==> config.mk <==
export PLATFORM = sky130hd
export DESIGN_NAME = btn_debounce_edge
export DESIGN_NICKNAME = d
export VERILOG_FILES = /design/src/rtl/btn_pkg.sv /design/src/rtl/btn_db_channel.sv /design/src/rtl/btn_debounce_edge.sv
export SDC_FILE = /design/constraint.sdc
export NUM_CORES = 1
export LEC_CHECK = 0
export CAP_MARGIN = 15
export CORE_ASPECT_RATIO = 0.7
export CORE_UTILIZATION = 45
export DETAILED_ROUTE_END_ITERATION = 16
export PLACE_DENSITY = 0.65
export SLEW_MARGIN = 10
export SYNTH_ARGS = -nofsm -noshare
export SYNTH_HDL_FRONTEND = slang
export SYNTH_HIERARCHICAL = 1
export SYNTH_SLANG_ARGS = --single-unit
==> constraint.sdc <==
create_clock -name CLK -period 4.8 [get_ports CLK]
set_input_delay 0.96 -clock CLK [delete_from_list [all_inputs] [get_ports CLK]]
set_output_delay 0.96 -clock CLK [all_outputs]
set_load 0.01 [all_outputs]
==> src/rtl/btn_pkg.sv <==
// Shared state encoding and default cycle counts for the button debouncer.
// Latency: none (types and constants only); no backpressure.
package btn_pkg;

    typedef enum logic [1:0] {
        S_LOW     = 2'd0,
        S_WAIT_HI = 2'd1,
        S_HIGH    = 2'd2,
        S_WAIT_LO = 2'd3
    } btn_state_t;

    localparam int DEF_N_CH         = 4;
    localparam int DEF_DEBOUNCE_CYC = 1_000_000;
    localparam int DEF_LONG_CYC     = 100_000_000;

endpackage

==> src/rtl/btn_db_channel.sv <==
// One button channel: 2-flop sync, debounce FSM, edge pulses, long-press if BTN_LONGPRESS_EN.
// Latency: level/pulse DEBOUNCE_CYC+2 cycles after a clean input edge; no backpressure.
module btn_db_channel
    import btn_pkg::*;
#(
    parameter int DEBOUNCE_CYC = DEF_DEBOUNCE_CYC,
    parameter int LONG_CYC     = DEF_LONG_CYC
) (
    input  logic clk,
    input  logic rst,
    input  logic din,
    output logic level,
    output logic rise,
    output logic fall,
    output logic long_pulse
);

    localparam int             CW       = $clog2(DEBOUNCE_CYC + 1);
    localparam logic [CW-1:0]  CNT_LAST = CW'(DEBOUNCE_CYC - 1);

    logic          sync1;
    logic          sync2;
    btn_state_t    state;
    btn_state_t    state_nxt;
    logic [CW-1:0] cnt;
    logic [CW-1:0] cnt_nxt;
    logic          level_nxt;
    logic          rise_nxt;
    logic          fall_nxt;

    always_ff @(posedge clk) begin
        if (rst) begin
            sync1 <= 1'b0;
            sync2 <= 1'b0;
        end else begin
            sync1 <= din;
            sync2 <= sync1;
        end
    end

    always_ff @(posedge clk) begin
        if (rst) begin
            state <= S_LOW;
            cnt   <= '0;
            level <= 1'b0;
            rise  <= 1'b0;
            fall  <= 1'b0;
        end else begin
            state <= state_nxt;
            cnt   <= cnt_nxt;
            level <= level_nxt;
            rise  <= rise_nxt;
            fall  <= fall_nxt;
        end
    end

    // The counter tracks consecutive samples of the candidate level; it leaves WAIT at terminal count.
    always_comb begin
        state_nxt = state;
        cnt_nxt   = cnt;
        level_nxt = level;
        rise_nxt  = 1'b0;
        fall_nxt  = 1'b0;
        case (state)
            S_LOW: begin
                if (sync2) begin
                    state_nxt = S_WAIT_HI;
                    cnt_nxt   = CW'(1);
                end
            end
            S_WAIT_HI: begin
                if (!sync2) begin
                    state_nxt = S_LOW;
                    cnt_nxt   = '0;
                end else if (cnt == CNT_LAST) begin
                    state_nxt = S_HIGH;
                    cnt_nxt   = '0;
                    level_nxt = 1'b1;
                    rise_nxt  = 1'b1;
                end else begin
                    cnt_nxt = cnt + CW'(1);
                end
            end
            S_HIGH: begin
                if (!sync2) begin
                    state_nxt = S_WAIT_LO;
                    cnt_nxt   = CW'(1);
                end
            end
            S_WAIT_LO: begin
                if (sync2) begin
                    state_nxt = S_HIGH;
                    cnt_nxt   = '0;
                end else if (cnt == CNT_LAST) begin
                    state_nxt = S_LOW;
                    cnt_nxt   = '0;
                    level_nxt = 1'b0;
                    fall_nxt  = 1'b1;
                end else begin
                    cnt_nxt = cnt + CW'(1);
                end
            end
            default: begin
                state_nxt = S_LOW;
                cnt_nxt   = '0;
                level_nxt = 1'b0;
            end
        endcase
    end

    if (DEBOUNCE_CYC < 2 || LONG_CYC < 2) begin : g_bad_param_range
    end

`ifdef BTN_LONGPRESS_EN
    localparam int            HW        = $clog2(LONG_CYC + 1);
    localparam logic [HW-1:0] HOLD_LAST = HW'(LONG_CYC - 1);
    localparam logic [HW-1:0] HOLD_SAT  = HW'(LONG_CYC);

    logic [HW-1:0] hold_cnt;

    // Parking at LONG_CYC (one past the trigger value) guarantees a single pulse per press.
    always_ff @(posedge clk) begin
        if (rst) begin
            hold_cnt   <= '0;
            long_pulse <= 1'b0;
        end else begin
            long_pulse <= 1'b0;
            if ((state == S_WAIT_HI && state_nxt == S_HIGH) || state_nxt == S_LOW) begin
                hold_cnt <= '0;
            end else if (state == S_HIGH || state == S_WAIT_LO) begin
                if (hold_cnt == HOLD_LAST) begin
                    hold_cnt   <= HOLD_SAT;
                    long_pulse <= 1'b1;
                end else if (hold_cnt != HOLD_SAT) begin
                    hold_cnt <= hold_cnt + HW'(1);
                end
            end
        end
    end
`else
    assign long_pulse = 1'b0;
`endif

endmodule

==> src/rtl/btn_debounce_edge.sv <==
// N_CH independent debounced button channels with rise/fall pulses (long-press via BTN_LONGPRESS_EN).
// Latency: DEBOUNCE_CYC+2 cycles from clean input edge to level/pulse; no backpressure.
module btn_debounce_edge
    import btn_pkg::*;
#(
    parameter int N_CH         = DEF_N_CH,
    parameter int DEBOUNCE_CYC = DEF_DEBOUNCE_CYC,
    parameter int LONG_CYC     = DEF_LONG_CYC
) (
    input  logic            CLK,
    input  logic            RST,
    input  logic [N_CH-1:0] BTN_IN,
    output logic [N_CH-1:0] BTN_LEVEL,
    output logic [N_CH-1:0] BTN_RISE,
    output logic [N_CH-1:0] BTN_FALL,
    output logic [N_CH-1:0] BTN_LONG
);

    for (genvar i = 0; i < N_CH; i++) begin : g_ch
        btn_db_channel #(
            .DEBOUNCE_CYC (DEBOUNCE_CYC),
            .LONG_CYC     (LONG_CYC)
        ) u_ch (
            .clk        (CLK),
            .rst        (RST),
            .din        (BTN_IN[i]),
            .level      (BTN_LEVEL[i]),
            .rise       (BTN_RISE[i]),
            .fall       (BTN_FALL[i]),
            .long_pulse (BTN_LONG[i])
        );
    end

endmodule
==> impl_metrics.json, run 1 <==
{
  "crit_start": "g_ch[3].u_ch/cnt[0]",
  "tns_ns": 0,
  "hold_class": "reg2reg",
  "setup_violations": 0,
  "die-area_um2": 12500,
  "fp-row-count": 33,
  "max_stage_delay_ns": 0.56,
  "clock_sink_count": 108,
  "multi_input_area_um2": 3010,
  "synth_area_per_cell_um2": 8.70,
  "critPathLaunchType": "flip-flop",
  "via_count": 4718,
  "path_cells": "ha_1, nand3_1, nor4_4, nand3b_2, and2_4, a221o_1",
  "synth-main-ff-cell": "dfxtp_1",
  "die_w_um": 133,
  "drtPass1Iterations": 5,
  "layout_commonest_cell": "dfxtp_1",
  "netlist_area_um2": 5410,
  "port_buffers": 17,
  "cts_tree": "done",
  "wl_per_cell_um": 14.7,
  "clock_latency_ns": 0.35,
  "drive_above_1_share": 0.0860,
  "endpoint_kind": "flip-flop",
  "status": "finished clean",
  "dr_wl_met2_mm": 4.78,
  "cpLargestDelayFamily": "simple AND/OR/NAND/NOR gates",
  "antenna_left": 0,
  "finClkSkew_ns": 0.00597,
  "dp_hpwl_mm": 7.79,
  "drc": 0,
  "cts_setup_buffers": 0,
  "initial_core_util": 0.461,
  "clockRootBuffer": "clkbuf_16",
  "rr_endpoint": "g_ch[3].u_ch/cnt[17]",
  "grt_pass1_vias": 4083,
  "tightest_slew_ns": 1.11,
  "rsz0062_at_grt": "no",
  "fmax_mhz": 377,
  "cp.depth": 6,
  "synth_edf_count": 0,
  "slowest_stage": "nand3b_2",
  "mostFrequentLayoutCells": "dfxtp_1 (108), nor2_1 (59), a31oi_1 (54)",
  "crit_path_max_fanout": 32,
  "r2r_start": "g_ch[3].u_ch/cnt[0]",
  "synth-async-reset-ratio": 0,
  "register_area_um2": 2160,
  "wl_met1_mm": 6.16,
  "seq_area_frac_synth": 0.400,
  "r2r_setup_slack_ns": 2.15,
  "die_y_um": 93.8,
  "clk_pin_slew_worst_paths_ns": 0.07,
  "p_leak_nw": 2.17,
  "cp.arrival_ns": 2.88,
  "grt_overflow": 0,
  "grt_pass1_wl_mm": 19.6,
  "coreArea_um2": 11700,
  "hold_depth": 1,
  "crit_required_ns": 5.03,
  "ys_types": 58,
  "drt_iter0_markers": 351,
  "maxCapViolCount": 0,
  "highest_layer": "met4",
  "max-vdd-ir-drop_mv": 0.174,
  "slew_headroom": 0.254,
  "diodes": 0,
  "grt_usage": 0.192,
  "fillers": 1110,
  "final_nets": 634,
  "holdWs_ns": 0.435,
  "vias_per_cell": 6.01,
  "hold_buffers": 0,
  "synth_cells": 622,
  "wl_met3_um": 499,
  "slew_violations": 0,
  "grt_max_degree": 52,
  "p_per_area_nw_per_um2": 298,
  "ctsLongestPathBuffers": 2,
  "htreeDepth": 3,
  "worst_r2r_path_depth": 6,
  "area_growth_pct": 8.88,
  "finalCriticalPeriod_ns": 2.65,
  "path_buf_inv": 0,
  "cts_buffers": 9,
  "io_pins": 22,
  "finalCritPeriodShare": 0.553,
  "ys_warn_count": 6,
  "wl_mm": 11.6,
  "antenna_found_initial": 0,
  "final_hold_viol_count": 0,
  "globalplace.congestion": 0.839,
  "path_class": "reg2reg",
  "synth_seq_cells": 108,
  "crit_path_end": "g_ch[3].u_ch/cnt[17]",
  "synthesis.nets": 632,
  "cts_resized": 0
}
## stage by stage
step / std cells / util / power [mW] / area [µm²] / worst slack (ns)
finish: 785 / 0.502 / 1.76 / 5890 / 2.15
CTS: 785 / 0.502 / 1.77 / 5880 / 2.18
detailed placement: 770 / 0.476 / 1.00 / 5580 / 2.08
global route: 785 / 0.502 / 1.82 / 5890 / 1.97
global placement: 770 / 0.476 / 0.999 / 5580 / 2.11
floorplan: 622 / - / 0.980 / 5410 / 2.94
## registers in the layout, summed over array words and instances, names as in the netlist, named ones only
register,cells
g_ch.u_ch/rise,4
g_ch.u_ch/sync1,4
g_ch.u_ch/sync2,4
g_ch.u_ch/state,4
g_ch.u_ch/cnt,80
g_ch.u_ch/fall,4
g_ch.u_ch/level,4
## final cells by class
class,count,share of cell area
clock inverters,6,0.0136
flip-flops and latches,108,0.367
inverters,7,0.00446
well taps,157,0.0333
repair buffers,21,0.0331
multi-input cells,477,0.510
clock buffers,9,0.0382
## worst reg2reg max path, delay by kind of cell (launching register included)
kind | cells | cell delay, ns
AND/OR/NAND/NOR | 4 | 1.57
AO/OA/AOI/OAI | 1 | 0.33
flip-flops | 1 | 0.40
adder cells (fa/ha/maj) | 1 | 0.23
## cell usage after synthesis, types with 6 or more instances
master	number	share of area
a21o_1	12	0.017
a21oi_1	30	0.028
a221o_1	10	0.018
a22o_1	12	0.019
a31oi_1	54	0.062
a41oi_1	7	0.011
and3_1	11	0.013
and3_2	9	0.012
buf_4	6	0.0083
buf_6	7	0.015
clkbuf_1	9	0.0062
dfxtp_1	108	0.40
inv_1	7	0.0049
mux2i_1	8	0.015
nand2_1	48	0.033
nand2b_1	11	0.013
nand3_1	43	0.040
nand3b_1	11	0.015
nand4_1	15	0.017
nor2_1	59	0.041
nor2b_1	14	0.016
nor3_1	14	0.013
nor3b_1	7	0.0097
nor4_1	9	0.010
o21ai_0	15	0.014
## per-layer routing
metal  vias up  GRT usage
li1       2342          -
met1      2243      0.279
met2       119      0.281
met3        14     0.0361
met4         0     0.0661
met5         -          0
## power breakdown
group,switching [mW],internal [mW],leakage (nW)
registers,0.00968,0.905,0.873
logic,0.0397,0.0272,1.14
clock network,0.325,0.451,0.155
total,0.375,1.38,2.17
## worst min-delay path by stage
stage,start,slack [ns],end
floorplan,g_ch[0].u_ch/sync1,0.41,g_ch[0].u_ch/sync2
global placement,g_ch[2].u_ch/sync1,0.42,g_ch[2].u_ch/sync2
detailed placement,g_ch[2].u_ch/sync1,0.42,g_ch[2].u_ch/sync2
CTS,g_ch[2].u_ch/sync1,0.44,g_ch[2].u_ch/sync2
global route,g_ch[0].u_ch/sync1,0.47,g_ch[0].u_ch/sync2
finish,g_ch[2].u_ch/sync1,0.44,g_ch[2].u_ch/sync2
## kinds of logic (layout without fill, tap and decap cells)
logic type,Yosys count,in the layout,synth area share
adders and majority gates,4,4,0.00925
muxes,8,8,0.0148
DFF,108,108,0.400
AOI/OAI and AO/OA,157,157,0.195
other,4,4,0.00277
xor gates and xnor gates,7,7,0.0113
buffers and inverters,37,43,0.0462
and+or+nand+nor,297,297,0.321
Power figures use the tool's default switching activity.
==> inputs of run 2 (changes only) <==
Settings changed: PLACE_DENSITY 0.65 to 0.67.
Clock period 4.8 ns to 2.3 ns, I/O delays scaled along.
==> run 2 against run 1 <==
Effect of this change: power grew 110%; utilization grew 2.0 points; count of clock-buffer cells in the layout grew 1; maximum frequency grew 24%; routed wire length shrank 0.98%; largest cell class unchanged; largest power group unchanged.
==> impl_metrics.json, run 2 (synthesis results as in run 1) <==
{
  "drt_iter0_markers": 369,
  "slew_headroom": 0.529,
  "final_util": 0.522,
  "diodes": 0,
  "finalCriticalPeriod_ns": 2.14,
  "clk_pin_slew_worst_paths_ns": 0.07,
  "final_nets": 661,
  "grt_usage": 0.190,
  "finalCritPeriodShare": 0.932,
  "grt_max_degree": 52,
  "dp_slack_ns": -0.0109,
  "rsz0062_at_grt": "no",
  "max-vdd-ir-drop_mv": 0.387,
  "clockRootBuffer": "clkbuf_16",
  "worst_r2r_path_depth": 7,
  "layout_commonest_cell": "dfxtp_1",
  "p_comb_frac": 0.043,
  "wl_mm": 11.5,
  "fmax_mhz": 467,
  "power.switching_mw": 0.788,
  "grt_overflow": 0,
  "rr_endpoint": "g_ch[2].u_ch/cnt[18]",
  "drc": 0,
  "fp-row-count": 33,
  "largest_register_ffs": 80,
  "holdWs_ns": 0.440,
  "crit_path_max_fanout": 34,
  "grt_pass1_wl_mm": 19.4,
  "die_w_um": 133,
  "status": "finished clean",
  "wl_per_cell_um": 14.1,
  "hold_buffers": 0,
  "endpoint_kind": "flip-flop",
  "clkPwrFrac": 0.429,
  "crit_path_end": "g_ch[2].u_ch/cnt[18]",
  "max_stage_delay_ns": 0.44,
  "crit_start": "g_ch[2].u_ch/cnt[0]",
  "r2r_start": "g_ch[2].u_ch/cnt[0]",
  "die_y_um": 93.8,
  "ctsLongestPathBuffers": 2,
  "tns_ns": 0,
  "antenna_found_initial": 0,
  "port_buffers": 17,
  "io_pins": 22,
  "p_sw_frac": 0.219,
  "clock_latency_ns": 0.34,
  "crit_required_ns": 2.53,
  "drtPass1Iterations": 5,
  "grt_pass1_vias": 4185,
  "slew_violations": 0,
  "tightest_slew_ns": 0.704,
  "cp.arrival_ns": 2.37,
  "cts_buffers": 9,
  "final_hold_viol_count": 0,
  "r2r_setup_slack_ns": 0.16,
  "cp.depth": 7,
  "p_per_area_nw_per_um2": 589,
  "drive_above_1_share": 0.122,
  "maxCapViolCount": 0,
  "path_cells": "ha_1, nand2_1, nor4_4, a21oi_2, buf_12, and3_2, a221o_1",
  "cts_setup_buffers": 0,
  "globalplace.congestion": 0.807,
  "p_seq_frac": 0.528,
  "area_growth_pct": 13.1,
  "hold_class": "reg2reg",
  "htreeDepth": 3,
  "finalWorstSetupSlack_ns": 0.157,
  "path_class": "reg2reg",
  "largest-register": "g_ch.u_ch/cnt",
  "dp_hpwl_mm": 7.84,
  "mostFrequentLayoutCells": "dfxtp_1 (108), nor2_1 (59), a31oi_1 (54)",
  "antenna_left": 0,
  "setup_violations": 0,
  "cpLargestDelayFamily": "simple AND/OR/NAND/NOR gates",
  "vias_per_cell": 5.90,
  "p_leak_nw": 2.33,
  "initial_core_util": 0.461,
  "hold_depth": 1,
  "coreArea_um2": 11700,
  "internal-power_mw": 2.82,
  "critPathLaunchType": "flip-flop",
  "finClkSkew_ns": 0.00793,
  "power.total_mw": 3.61,
  "via_count": 4786,
  "cts_tree": "done",
  "clock_sink_count": 108,
  "die-area_um2": 12500,
  "slowest_stage": "nor4_4",
  "path_buf_inv": 1
}
[run 2: changes by cell type in the layout (fill, tap and decap cells not counted)]
cell | before | now
clkinvlp_4 | 0 | 1
clkinv_4 | 0 | 1
nor4_4 | 4 | 6
clkinv_2 | 4 | 1
clkbuf_8 | 0 | 1
bufinv_16 | 2 | 1
buf_12 | 0 | 2
buf_4 | 4 | 29
nor4_2 | 3 | 1
[run 2: power groups by stage]
stage,clock network [mW],logic (mW),registers [mW]
floorplan,0,0.0981,1.95
global placement,0,0.149,1.95
detailed placement,0,0.152,1.95
CTS,1.58,0.153,1.91
global route,1.66,0.168,1.91
finish,1.55,0.154,1.91
[run 2: metal layers]
metal / GRT usage / vias to the layer above / wire [µm]
li1: - / 2405 / -
met1: 0.269 / 2236 / 5860
met2: 0.283 / 131 / 4870
met3: 0.0399 / 14 / 556
met4: 0.0680 / 0 / 173
met5: 0 / - / 0
[run 2: final cells by class]
type | count | area, µm²
Clock buffer | 10 | 239
Clock inverter | 4 | 51.3
Fill cell | 1083 | 5600
Inverter | 7 | 26.3
Multi-Input combinational cell | 477 | 3020
Sequential cell | 108 | 2160
Tap cell | 157 | 196
Timing Repair Buffer | 48 | 423
[run 2: worst min path at each step]
stage / startpoint / end / slack (ns)
2_1_floorplan: g_ch[0].u_ch/sync1 / g_ch[0].u_ch/sync2 / 0.41
3_3_place_gp: g_ch[2].u_ch/sync1 / g_ch[2].u_ch/sync2 / 0.42
3_5_place_dp: g_ch[0].u_ch/sync1 / g_ch[0].u_ch/sync2 / 0.42
4_1_cts: g_ch[0].u_ch/sync1 / g_ch[0].u_ch/sync2 / 0.44
5_1_grt: g_ch[2].u_ch/sync1 / g_ch[2].u_ch/sync2 / 0.47
6_report: g_ch[1].u_ch/sync1 / g_ch[1].u_ch/sync2 / 0.44
[run 2: timing repair]
action                     in CTS  in global routing
gates resized for setup         1                  2
gates cloned                    0                  0
setup endpoints to repair       1                  3
[run 2: per-stage QoR]
stage | instances | area, µm²
after floorplan | 622 | 5410
after global placement | 797 | 5810
after detailed placement | 797 | 5810
after CTS | 811 | 6100
after global routing | 811 | 6120
final | 811 | 6120
==> inputs of run 3 (changes only) <==
Settings changed: CELL_PAD_IN_SITES_DETAIL_PLACEMENT set to 1, CELL_PAD_IN_SITES_GLOBAL_PLACEMENT set to 2, CORE_UTILIZATION 45 to 34, PLACE_DENSITY 0.67 to 0.78.
==> run 3 against run 2 <==
Effect of this change: combinational power increased by 5%; via count is 0.17% higher; critical path type unchanged; critical path depth decreased by 1; register-to-register slack worse by 0.07 ns; largest power group unchanged; die area grew 32%; global-route usage is 1.9 points lower; count of clock-buffer cells in the layout fell by 1; the run now ends with DRC left; design area up 1.5%; cell count up 5.3%; clock power is 11% higher.
==> impl_metrics.json, run 3 (synthesis results as in run 1) <==
{
  "drive_above_1_share": 0.122,
  "mostFrequentLayoutCells": "dfxtp_1 (108), nor2_1 (59), a31oi_1 (54)",
  "rr_endpoint": "g_ch[2].u_ch/cnt[10]",
  "endpoint_kind": "flip-flop",
  "die_y_um": 108,
  "status": "finished, violations left",
  "maxCapViolCount": 0,
  "fin_area_um2": 6210,
  "finalCritPeriodShare": 0.962,
  "htreeDepth": 3,
  "drt_iter0_markers": 165,
  "fmax_mhz": 452,
  "grt_overflow": 0,
  "grt_pass1_wl_mm": 23.1,
  "finClkSkew_ns": 0.00712,
  "clockRootBuffer": "clkbuf_16",
  "clock_sink_count": 108,
  "ctsLongestPathBuffers": 2,
  "placed_cells": 837,
  "vias_per_cell": 5.61,
  "p_per_area_nw_per_um2": 610,
  "fp-row-count": 38,
  "crit_required_ns": 2.54,
  "critPathLaunchType": "flip-flop",
  "layout_commonest_cell": "dfxtp_1",
  "cts_buffers": 9,
  "hold_class": "reg2reg",
  "power.total_mw": 3.79,
  "largest-register": "g_ch.u_ch/cnt",
  "max-vdd-ir-drop_mv": 0.299,
  "drc": 1,
  "io_pins": 22,
  "globalplace.congestion": 0.785,
  "area_growth_pct": 14.8,
  "die-area_um2": 16400,
  "holdPathEnd": "g_ch[1].u_ch/sync2",
  "dp_slack_ns": 0.0792,
  "clock_latency_ns": 0.35,
  "r2r_setup_slack_ns": 0.09,
  "diodes": 0,
  "path_cells": "or4b_4, nor4_4, a21oi_2, buf_4, and3_2, a221o_1",
  "wl_per_cell_um": 16.0,
  "die_w_um": 153,
  "hold_depth": 1,
  "hold_buffers": 0,
  "setup_violations": 0,
  "via_count": 4794,
  "holdWs_ns": 0.446,
  "cp.arrival_ns": 2.45,
  "grt_usage": 0.171,
  "path_buf_inv": 1,
  "rsz0062_at_grt": "yes",
  "p_leak_nw": 2.36,
  "tightest_slew_ns": 0.570,
  "coreArea_um2": 15500,
  "finalWorstSetupSlack_ns": 0.0880,
  "antenna_left": 0,
  "slew_headroom": 0.619,
  "cts_tree": "done",
  "worst_r2r_path_depth": 6,
  "place_area_um2": 5850,
  "final_hold_viol_count": 0,
  "max_stage_delay_ns": 0.57,
  "fin_cells": 854,
  "initial_core_util": 0.349,
  "cpLargestDelayFamily": "simple AND/OR/NAND/NOR gates",
  "slowest_stage": "or4b_4",
  "path_class": "reg2reg",
  "r2r_start": "g_ch[2].u_ch/cnt[8]",
  "wl_mm": 13.7,
  "final_nets": 659,
  "port_buffers": 17,
  "crit_path_max_fanout": 18,
  "slew_violations": 0,
  "dp_hpwl_mm": 9.44,
  "clk_pin_slew_worst_paths_ns": 0.07,
  "drtPass1Iterations": 10,
  "hold_start": "g_ch[1].u_ch/sync1",
  "violations": "DRC",
  "grt_pass1_vias": 4700,
  "finalCriticalPeriod_ns": 2.21,
  "antenna_found_initial": 1,
  "largest_register_ffs": 80,
  "grt_max_degree": 52
}
## run 3: cell count changes in the layout (fill, tap and decap cells not counted), sizes merged
cell    change
bufinv      +1
buf         -2
inv         +2
clkbuf      -1
## run 3: repair_timing
item | CTS | global route
resized for setup | 0 | 4
setup endpoints to repair | 0 | 8
setup buffers | 0 | 1
## run 3: power by group
| part | switching, mW | internal [mW] |
|---|---|---|
| Combinational | 0.0927 | 0.0693 |
| Clock | 0.758 | 0.964 |
| Sequential | 0.0182 | 1.89 |
| Total | 0.869 | 2.92 |
## run 3: routing by layer
layer / wire length (µm) / global-route usage / vias to the layer above
met5: 0 / 0 / -
met4: 102 / 0.0346 / 0
met3: 507 / 0.0326 / 10
met2: 5980 / 0.272 / 60
met1: 7070 / 0.240 / 2330
li1: - / - / 2394
## run 3: worst max-delay path by stage
| stage | start | to | slack [ns] | cells past startpoint |
|---|---|---|---|---|
| 2_1_floorplan | g_ch[0].u_ch/cnt[0] | g_ch[0].u_ch/cnt[18] | 0.46 | 6 |
| 3_3_place_gp | RST | g_ch[0].u_ch/cnt[14] | -0.03 | 5 |
| 3_5_place_dp | g_ch[0].u_ch/cnt[0] | g_ch[0].u_ch/cnt[18] | 0.08 | 7 |
| 4_1_cts | g_ch[0].u_ch/cnt[0] | g_ch[0].u_ch/cnt[18] | 0.04 | 7 |
| 5_1_grt | g_ch[2].u_ch/cnt[8] | g_ch[2].u_ch/cnt[10] | -0.0009 | 6 |
| 6_report | g_ch[2].u_ch/cnt[8] | g_ch[2].u_ch/cnt[10] | 0.09 | 6 |
## run 3: layout make-up
class | instances | area (µm²)
fill | 1811 | 9290
multi-input combinational | 477 | 3030
sequential | 108 | 2160
timing repair buffer | 46 | 415
tap | 200 | 250
clock buffer | 9 | 225
clock inverter | 7 | 98.8
inverter | 7 | 26.3
## run 3: through the flow
stage                      TNS (ns)   util
after global placement      -0.0306  0.376
after detailed placement          0  0.377
after global routing      -0.000875  0.401
final                             0  0.401
after CTS                         0  0.398
after floorplan                   0      -
